`src/rtl/fetch_unit.sv`:
```
// Instruction fetch stage: one-at-a-time imem requests, 2-entry byte queue to
// decode, branch/jump redirect with discard of stale in-flight responses.
module fetch_unit #(
   parameter int unsigned         PC_W     = 8,
   parameter logic [PC_W-1:0]     RESET_PC = '0
) (
   input  logic            clk,
   input  logic            rstN,
   output logic            imemReq,
   output logic [PC_W-1:0] imemAddr,
   input  logic            imemAck,
   input  logic [7:0]      imemData,
   output logic [7:0]      instOut,
   output logic [PC_W-1:0] pcOut,
   output logic            instValid,
   input  logic            instReady,
   input  logic            redirect,
   input  logic [PC_W-1:0] redirectPc
);

   localparam int unsigned DATA_W = 8;
   localparam int unsigned CNT_W  = 2;

   typedef enum logic [1:0] {S_RUN, S_WAIT, S_FLUSH} state_t;

   state_t              state_q, state_d;
   logic [PC_W-1:0]     fetch_pc_q, fetch_pc_d;
   logic [PC_W-1:0]     req_pc_q, req_pc_d;
   logic [CNT_W-1:0]    count_q, count_d;
   logic [PC_W-1:0]     head_pc_q, head_pc_d, tail_pc_q, tail_pc_d;
   logic [DATA_W-1:0]   head_data_q, head_data_d, tail_data_q, tail_data_d;
   logic                issue, push, pop, valid_c;

   // State register
   always_ff @(posedge clk or negedge rstN) begin
      if (!rstN) begin
         state_q     <= S_RUN;
         fetch_pc_q  <= RESET_PC;
         req_pc_q    <= RESET_PC;
         count_q     <= '0;
         head_pc_q   <= '0;
         head_data_q <= '0;
         tail_pc_q   <= '0;
         tail_data_q <= '0;
      end else begin
         state_q     <= state_d;
         fetch_pc_q  <= fetch_pc_d;
         req_pc_q    <= req_pc_d;
         count_q     <= count_d;
         head_pc_q   <= head_pc_d;
         head_data_q <= head_data_d;
         tail_pc_q   <= tail_pc_d;
         tail_data_q <= tail_data_d;
      end
   end

   // Next-state: fetch control and queue update
   always_comb begin
      state_d     = state_q;
      fetch_pc_d  = fetch_pc_q;
      req_pc_d    = req_pc_q;
      count_d     = count_q;
      head_pc_d   = head_pc_q;
      head_data_d = head_data_q;
      tail_pc_d   = tail_pc_q;
      tail_data_d = tail_data_q;
      issue       = 1'b0;
      push        = 1'b0;
      valid_c     = (count_q != '0) && !redirect;
      pop         = valid_c && instReady;

      case (state_q)
         S_RUN: begin
            if (redirect) begin
               fetch_pc_d = redirectPc;
            end else if (count_q < CNT_W'(2)) begin
               issue      = 1'b1;
               req_pc_d   = fetch_pc_q;
               fetch_pc_d = fetch_pc_q + PC_W'(1);
               state_d    = S_WAIT;
            end
         end
         S_WAIT: begin
            if (redirect) begin
               fetch_pc_d = redirectPc;
               state_d    = imemAck ? S_RUN : S_FLUSH;
            end else if (imemAck) begin
               push    = 1'b1;
               state_d = S_RUN;
            end
         end
         S_FLUSH: begin
            if (redirect) fetch_pc_d = redirectPc;
            if (imemAck) state_d = S_RUN;
         end
         default: state_d = S_RUN;
      endcase

      // Redirect empties the queue and wins over any push/pop
      if (redirect) begin
         count_d = '0;
      end else begin
         case ({push, pop})
            2'b10: begin
               if (count_q == '0) begin
                  head_pc_d   = req_pc_q;
                  head_data_d = imemData;
               end else begin
                  tail_pc_d   = req_pc_q;
                  tail_data_d = imemData;
               end
               count_d = count_q + CNT_W'(1);
            end
            2'b01: begin
               head_pc_d   = tail_pc_q;
               head_data_d = tail_data_q;
               count_d     = count_q - CNT_W'(1);
            end
            2'b11: begin
               if (count_q == CNT_W'(1)) begin
                  head_pc_d   = req_pc_q;
                  head_data_d = imemData;
               end else begin
                  head_pc_d   = tail_pc_q;
                  head_data_d = tail_data_q;
                  tail_pc_d   = req_pc_q;
                  tail_data_d = imemData;
               end
            end
            default: ;
         endcase
      end
   end

   // Request is masked while reset is asserted so it reads 0 during reset
   assign imemReq   = issue && rstN;
   assign imemAddr  = fetch_pc_q;
   assign instValid = valid_c;
   assign instOut   = head_data_q;
   assign pcOut     = head_pc_q;

endmodule

```
`config.mk`:
```
export PLATFORM = sky130hd
export DESIGN_NAME = fetch_unit
export DESIGN_NICKNAME = d
export VERILOG_FILES = /design/src/rtl/fetch_unit.sv
export SDC_FILE = /design/constraint.sdc
export NUM_CORES = 1
export LEC_CHECK = 0
export ABC_AREA = 1
export ABC_CLOCK_PERIOD_IN_PS = 1870
export BUFFER_PORTS_ARGS = -buffer_cell sky130_fd_sc_hd__buf_2
export CAP_MARGIN = 40
export CORE_MARGIN = 2
export CORE_UTILIZATION = 45
export DETAILED_ROUTE_END_ITERATION = 8
export GPL_TIMING_DRIVEN = 0
export PLACE_DENSITY = 0.71
export SETUP_SLACK_MARGIN = 0.1
export SYNTH_ARGS = -nofsm -noshare
export SYNTH_HDL_FRONTEND = slang
export SYNTH_SLANG_ARGS = --single-unit
```
`constraint.sdc`:
```
create_clock -name clk -period 1.87 [get_ports clk]
set_clock_uncertainty 0.05 [all_clocks]
set_input_delay 0 -clock clk [delete_from_list [all_inputs] [get_ports clk]]
set_output_delay 0 -clock clk [all_outputs]
set_load 0.005 [all_outputs]
```
Word-level counts from Yosys, hierarchy flattened
Cells that the tools add are included.
{ "totals": {"wordCells": 73, "ramBits": 0, "latchBits": 0, "mem_bits_ro": 0, "memories": 0, "inputBits": 21, "regBits": 52} }
{ "classes": {"order_cmp": 1, "n_eq_ne": 13, "shift": 0, "div": 0, "n_addsub": 3, "mux": 30, "reduce_logical": 17, "n_bitwise": 1, "n_mul": 0} }
{ "op_table": {"columns": ["cell", "count"], "rows": [
  ["two-way mux 8 bit", 11],
  ["one-hot mux 8 bit (2 select lines)", 3],
  ["one-hot mux 8 bit (3 select lines)", 2],
  ["two-way mux 2 bit", 6],
  ["!= test 2 bit (second input constant)", 5],
  ["AND reduction 3 bit", 3],
  ["adder 8 x 1 -> 8 bit (second input constant)", 1],
  ["equality test 2 x 1 -> 1 bit (second input constant)", 3],
  ["equality test 2 bit (second input constant)", 3],
  ["two-way mux 1 bit", 6],
  ["one-hot mux 2 bit (3 select lines)", 1],
  ["nonzero test 2 bit", 3],
  ["nonzero test 3 bit", 2],
  ["logical NOT 2 bit", 2],
  ["one-hot mux 2 bit (2 select lines)", 1],
  ["AND reduction 4 bit", 1],
  ["logical AND 1 bit", 3],
  ["!= test 3 bit (second input constant)", 1],
  ["adder 2 x 1 -> 2 bit (second input constant)", 1],
  ["< comparator 2 bit (second input constant)", 1],
  ["!= test 2 x 1 -> 1 bit (second input constant)", 1],
  ["AND reduction 2 bit", 1],
  ["OR reduction 2 bit", 1],
  ["subtractor 2 x 1 -> 2 bit (second input constant)", 1],
  ["2 further kinds", 2]
]} }

Longest topological paths before layout
Gate-level depths: netlist of run 1.
{ "logic_depth": {"word_depth": 6, "mapped_depth": 10, "depth_no_buf": 9} }

Least setup slack after synthesis of run 1
No wires, ideal clock.
{ "synth_path": {"path_type": "reg2reg", "startpoint": "register count_q[1]", "endpoint": "register tail_pc_q[2]", "t_arrival_ps": 1370, "setup_ps": 118, "n_path_buf": 1, "synth_period_minus_slack_ps": 1538, "path_stages_with_launch": 11, "setup_slack_ps": 332, "cell_sequence": "dfrtp_1 inv_1 ha_1 nor2_8 nand2_4 inv_6 nand2_2 nand2_4 buf_8 nand2_1 o21ai_2"} }
{ "synth_via": {"elab_chain_len": 6} }
{ "synth_lines": {"columns": ["element", "line", "source"], "rows": [
  ["start, declared", "29", "logic [CNT_W-1:0] count_q, count_d;"],
  ["start signal, assigned", "49", "count_q <= count_d;"],
  ["nonzero test 2 bit *", "69", "valid_c = (count_q != '0) && !redirect;"],
  ["logical AND 1 bit *", "69", null],
  ["via instValid", "15", "output logic instValid,"],
  ["logical AND 1 bit *", "70", "pop = valid_c && instReady;"],
  ["equality test 2 bit", "103", "case ({push, pop})"],
  ["!= test 2 bit (no line) / nonzero test 2 bit (equally long branches)", null, null],
  ["AND reduction 4 bit (no line)", null, null],
  ["end signal, assigned", "52", "tail_pc_q <= tail_pc_d;"],
  ["end, declared", "30", "logic [PC_W-1:0] head_pc_q, head_pc_d, tail_pc_q, tail_pc_d;"]
]} }
The timed path passes the listed nets; every way through them passes the cells marked *.
A chain may end at the register's enable or synchronous reset.

Worst setup path after layout of run 1
{ "layout_path": {"startpoint": "register state_q[1]", "endpoint": "output imemReq"} }
{ "layout_via": {"elab_chain_len": 3} }
{ "layout_lines": {"columns": ["element", "line", "source"], "rows": [
  ["start, declared", "26", "state_t state_q, state_d;"],
  ["start signal, assigned", "46", "state_q <= state_d;"],
  ["logical NOT 2 bit", "72", "case (state_q)"],
  ["two-way mux 1 bit", "72", null],
  ["logical AND 1 bit", "136", "assign imemReq = issue && rstN;"],
  ["end, declared", "9", "output logic imemReq,"]
]} }
Every way passes these cells.

==> results of run 1 <==
## registers in the layout, indices dropped and copies added, names as in the netlist
| signal | count |
|---|---|
| state_q | 2 |
| imemAddr | 8 |
| tail_pc_q | 8 |
| pcOut | 8 |
| count_q | 2 |
| req_pc_q | 8 |
| instOut | 8 |
| tail_data_q | 8 |
## cell type report
type / count / share of cell area (%)
Clock buffer: 5 / 1.954
Clock inverter: 3 / 1.208
Sequential cell: 52 / 36.94
Multi-Input combinational cell: 239 / 37.30
Inverter: 36 / 4.263
Tap cell: 77 / 2.735
Timing Repair Buffer: 64 / 12.08
Buffer: 12 / 3.517
## report_power, final
part	total (W)	switching, W	leakage [nW]	internal, W
clock network	0.000781	0.000384	0.0541	0.000397
logic	0.00222	0.00124	1.14	0.000977
registers	0.00199	0.000349	0.649	0.00164
## placed cells by master, fill, tap and decap left out, types with 7 or more instances in the layout
| cell | count |
|---|---|
| buf_2 | 47 |
| dfrtp_1 | 52 |
| dlygate4sd3_1 | 18 |
| inv_1 | 31 |
| nand2_1 | 111 |
| nand2_2 | 7 |
| nand3_1 | 27 |
| nand3b_1 | 17 |
| nor2_1 | 19 |
| o21ai_0 | 18 |
| o21ai_2 | 16 |
## path summary, 6_finish.rpt
check	to	slack (ns)
min in group asynchronous	instOut[6]	0.15
max in group asynchronous	req_pc_q[6]	1.05
worst max register to register	instOut[5]	0.27
worst min register to register	tail_pc_q[1]	0.43
worst max-delay path	imemReq	0.21
worst min-delay path	state_q[1]	0.1
## layer usage
metal / global-route usage [%] / up-vias
li1: - / 1218
met1: 23.61 / 1073
met2: 29.75 / 50
met3: 3.462 / 5
met4: 3.519 / 0
met5: 0 / -
## tightest hold or removal path, delay by kind of cell
family                 cells  cell delay, ns
buffers and inverters      2            0.18
and+or+nand+nor            3            0.18
AOI/OAI and AO/OA          1            0.07
## kinds of logic (layout without fill, tap and decap cells)
| logic type | after synthesis | in the layout | synth area share (%) |
|---|---|---|---|
| and+or+nand+nor | 193 | 193 | 32.59 |
| buffers and inverters | 48 | 120 | 9.505 |
| DFF | 52 | 52 | 45.55 |
| AOI/OAI and AO/OA | 37 | 37 | 8.673 |
| adders and majority gates | 7 | 7 | 3.066 |
| xor gates and xnor gates | 2 | 2 | 0.6133 |
## per-stage QoR
| stage | cells | instance area, um2 | hold WS [ns] | utilization, % |
|---|---|---|---|---|
| after floorplan | 339 | 2856 | -0.3456 | - |
| after global placement | 461 | 3178 | 0.2276 | 50.92 |
| after detailed placement | 462 | 3198 | -0.02836 | 51.24 |
| after CTS | 488 | 3490 | 0.08834 | 55.91 |
| after global routing | 488 | 3522 | 0.1612 | 56.44 |
| final | 488 | 3522 | 0.09615 | 56.44 |
## what timing repair did
item | CTS | global route
gates resized for setup | 0 | 10
hold buffers | 18 | 0
endpoints found under the setup margin | 0 | 29
hold endpoints to repair | 47 | 0
==> qor.txt, run 1 <==
Status - finished, final reports clean
Max-slew violation count - 0
Max_slew headroom - 62.50%
Vias per inst - 4.807
Pre-CTS WS - 0.1937 ns
Die Span X - 83.67 um
Post-synth top flop - dfrtp_1
CP Depth - 6
Synth top cells by count - 111 x nand2_1, 52 x dfrtp_1, 32 x inv_1
Cell taking the most area after synthesis - dfrtp_1
Detailed Route Iter0 Violations - 87
Count leader, synth - nand2_1
Area Growth Syn to Fin - 23.30%
Max FO, Critical Path - 10
ANT cells - 0
Drt first pass iters - 4
Gpl congestion - 0.8623
Uppermost routed layer - met4
Remaining Overflow, GRT - 0
Clock sink count - 52
Shortest period the worst path allows - 1.657 ns
Peak VDD IR - 0.7673 mV
Avg Synthesized Cell Area - 8.426 um2
Die ar. - 0.007001 mm2
Total power - 0.004991 W
Post-CTS Repair Setup Buffers - 0
CTS buffer count - 5
Yosys cell types - 29
Yosys warning count - 0
Rows - 29
Later-pin clock latency in the skew report - 0.31 ns
Antenna violations before repair - 0
Final hold vios - 0
Die Y - 83.67 um
Power density cells - 1417 mW/mm2
HP Class - in2reg
Setup TNS - 0 ns
First-pass GRT wire length - 10.38 mm
Hold Crit Start - imemAck
CP max-delay cell - dfrtp_1
Core area - 0.006241 mm2
CTS tree - done
Port bufs - 45
Buffer and inverter count on the worst path - 3
CTS clk-pin slew, worst paths - 0.09 ns
Crit-path cells - inv_1 -> ha_2 -> nand3_4 -> buf_4 -> nor2_1 -> buf_2
Vias in the first global route - 2,325
Arrival time worst endpoint - 1.61 ns
DRT met1 WL - 2.831 mm
Post-Route WL - 5.739 mm
Max clock buf depth - 2
Startpoint types - flip-flop
Layout cells sized above 1 - 26.28%
# nets final - 438
Area contributors post-synth - dfrtp_1 46%, nand2_1 15%, o21ai_2 4.9%
Share of the synthesized area in the top cell type - 45.55%
Max Fclk - 603.6 MHz
Post-DR wirelength/cell - 11.76 um
Unrepaired setup endpoints after global routing - yes
IO Pins - 47
Reg2reg start - state_q[1]
Met2 routed WL - 2.648 mm
FF-to-FF path depth - 10
Crit Path Category - reg2out
HPWL reported at the end of detailed placement - 4.088 mm
Register area - 0.001301 mm2
Clock Root Buffer - clkbuf_8
Register bit total from synthesis - 52
Starting Density - 45.77%
CP Capture Type - output pin
CP top delay family - buffers and inverters
Total global-route track usage - 17.57%
Synthesized cell area - 0.002856 mm2
Max Cap Viol - 0
P_leak - 1.847 nW
Final setup vio count - 0
CP required - 1.82 ns
Metal3 WL - 216 um
Final WS setup - 0.2132 ns
Post-synth EDFFs - 0
Fill count - 596
Sequential area share after synthesis - 45.55%
Drc violations - 0
Worst Setup SP - state_q[1]
Area occupied by multi-input gates - 0.001314 mm2
Ratio of final minimum period to clock period - 88.60%
Worst path max stage delay - 0.41 ns
Vias post-DR - 2,346
Synth Instances - 339
CTS HTree Levels - 2
Worst slew pin tran - 0.5624 ns
Post-Syn Nets - 367
Ys async rst share - 100.0%
Antenna Violating Nets Remaining - 0
Min-Delay Path Depth - 6
Largest net degree at the start of global routing - 32
Power figures use the tool's default switching activity.
==> run 2: changes to the inputs <==
--- a/config.mk
+++ b/config.mk
@@ -10,10 +10,10 @@
 export BUFFER_PORTS_ARGS = -buffer_cell sky130_fd_sc_hd__buf_2
 export CAP_MARGIN = 40
 export CORE_MARGIN = 2
-export CORE_UTILIZATION = 45
+export CORE_UTILIZATION = 56
 export DETAILED_ROUTE_END_ITERATION = 8
 export GPL_TIMING_DRIVEN = 0
-export PLACE_DENSITY = 0.71
+export PLACE_DENSITY = 0.84
 export SETUP_SLACK_MARGIN = 0.1
 export SYNTH_ARGS = -nofsm -noshare
 export SYNTH_HDL_FRONTEND = slang
==> qor.txt, run 2 (synthesis gave the netlist of run 1 again) <==
Status - finished, final reports clean (unchanged)
Hold slack final - 0.1178 ns (was 0.09615 ns)
Post-Route WL - 5.936 mm (was 5.739 mm)
Vias in the first global route - 2,244 (was 2,325)
P_leak - 1.847 nW (about the same)
Clock sink count - 52 (unchanged)
Largest net degree at the start of global routing - 28 (was 32)
CP Capture Type - flip-flop (was output pin)
Area Growth Syn to Fin - 23.00% (was 23.30%)
CTS tree - done (unchanged)
Detailed Route Iter0 Violations - 132 (was 87)
Gpl congestion - 0.8314 (was 0.8623)
Post-DR wirelength/cell - 12.39 um (was 11.76 um)
Vias per inst - 4.985 (was 4.807)
Crit Path Category - reg2reg (was reg2out)
Drc violations - 0 (unchanged)
Max_slew headroom - 80.34% (was 62.50%)
CP required - 2.02 ns (was 1.82 ns)
Clock Root Buffer - clkbuf_8 (unchanged)
Antenna Violating Nets Remaining - 0 (unchanged)
CTS clk-pin slew, worst paths - 0.09 ns (about the same)
IO Pins - 47 (unchanged)
Most common cell after layout, fill and taps aside - nand2_1 (unchanged)
Max FO, Critical Path - 10 (unchanged)
Max clock buf depth - 2 (unchanged)
Starting Density - 59.30% (was 45.77%)
CTS HTree Levels - 2 (unchanged)
Layout cells sized above 1 - 26.46% (was 26.28%)
# nets final - 439 (was 438)
Drt first pass iters - 4 (unchanged)
Port bufs - 45 (unchanged)
Max-slew violation count - 0 (unchanged)
Unrepaired setup endpoints after global routing - no (was yes)
HP Class - in2reg (unchanged)
CTS buffer count - 5 (unchanged)
Setup TNS - 0 ns (unchanged)
Cells after DPL - 453 (was 462)
Vias post-DR - 2,388 (was 2,346)
Post-Layout Cell Count - 479 (was 488)
Remaining Overflow, GRT - 0 (unchanged)
Startpoint types - flip-flop (unchanged)
Commonest non-fill, non-tap cells in the layout - 111 x nand2_1, 52 x dfrtp_1, 47 x buf_2 (unchanged)
Core area - 0.004817 mm2 (was 0.006241 mm2)
ANT cells - 0 (unchanged)
Later-pin clock latency in the skew report - 0.31 ns (about the same)
Die Span X - 75.42 um (was 83.67 um)
Die ar. - 0.005688 mm2 (was 0.007001 mm2)
Total global-route track usage - 22.48% (was 17.57%)
First-pass GRT wire length - 9.735 mm (was 10.38 mm)
Die Y - 75.42 um (was 83.67 um)
HPWL reported at the end of detailed placement - 4.070 mm (was 4.088 mm)
Final hold vios - 0 (unchanged)
Power density cells - 1400 mW/mm2 (was 1417 mW/mm2)
Max Cap Viol - 0 (unchanged)
Worst slew pin tran - 0.2924 ns (was 0.5624 ns)
Arrival time worst endpoint - 1.79 ns (was 1.61 ns)
Shortest period the worst path allows - 1.641 ns (was 1.657 ns)
Antenna violations before repair - 0 (unchanged)
Rows - 25 (was 29)
Final setup vio count - 0 (unchanged)
Peak VDD IR - 0.8453 mV (was 0.7673 mV)
Max Fclk - 609.3 MHz (was 603.6 MHz)
Ratio of final minimum period to clock period - 87.77% (was 88.60%)
[run 2: worst paths after layout]
check | startpoint | endpoint | slack (ns) | cells after the start
setup / recovery | count_q[1] | instOut[6] | 0.23 | 10
hold / removal | imemAck | state_q[0] | 0.12 | 6
max in group asynchronous | rstN | imemAddr[1] | 1.45 | 3
min in group asynchronous | rstN | tail_data_q[4] | 0.16 | 3
setup reg to reg | count_q[1] | instOut[6] | 0.23 | 10
hold reg to reg | instOut[0] | instOut[0] | 0.43 | 2
[run 2: timing repair]
item / CTS / global route
setup buffers: 0 / 0
gates resized for setup: 1 / 8
endpoints found under the hold margin: 77 / 0
hold buffers: 18 / 0
setup endpoints to repair: 1 / 31
[run 2: layer usage]
layer / GRT usage [%] / routed length (um) / vias up / share of wire, %
li1: - / - / 1217 / -
met1: 28.62 / 2676 / 1098 / 45
met2: 37.29 / 2894 / 58 / 49
met3: 4.894 / 236 / 15 / 4.0
met4: 9.357 / 127 / 0 / 2.1
met5: 0 / 0 / - / 0
[run 2: power breakdown]
part           leakage, nW  switching, W  internal [W]
clock network       0.0434      0.000373      0.000300
registers            0.649      0.000355       0.00164
logic                 1.15       0.00126      0.000992
[run 2: worst max-delay path, stage by stage, from the launching register on]
cell and delay [ns]:
dfrtp_1 0.41, inv_1 0.14, ha_2 0.29, nor2_8 0.05, nand2_4 0.09, inv_6 0.07
nand2_4 0.11, buf_6 0.15, nand2_1 0.05, nand3_1 0.07, nand2_1 0.05
[run 2: area by class of cell]
class	instances	area, um2
fill	388	1304
inverter	36	150.1
buffer	12	123.9
clock inverter	2	15.01
clock buffer	6	82.58
multi-input combinational	239	1311
timing repair buffer	65	445.4
tap	67	83.83
sequential	52	1301
[run 2: stage by stage]
stage                     utilization, %  setup WS, ns  power (W)  instance area, um2
after floorplan                        -        0.3317   0.003498                2856
after global placement             65.71        0.2370   0.004030                3166
after detailed placement           66.55        0.1754   0.004150                3206
after CTS                          72.47        0.1401   0.004878                3491
after global routing               72.94        0.1168   0.005391                3513
final                              72.94        0.2287   0.004920                3513
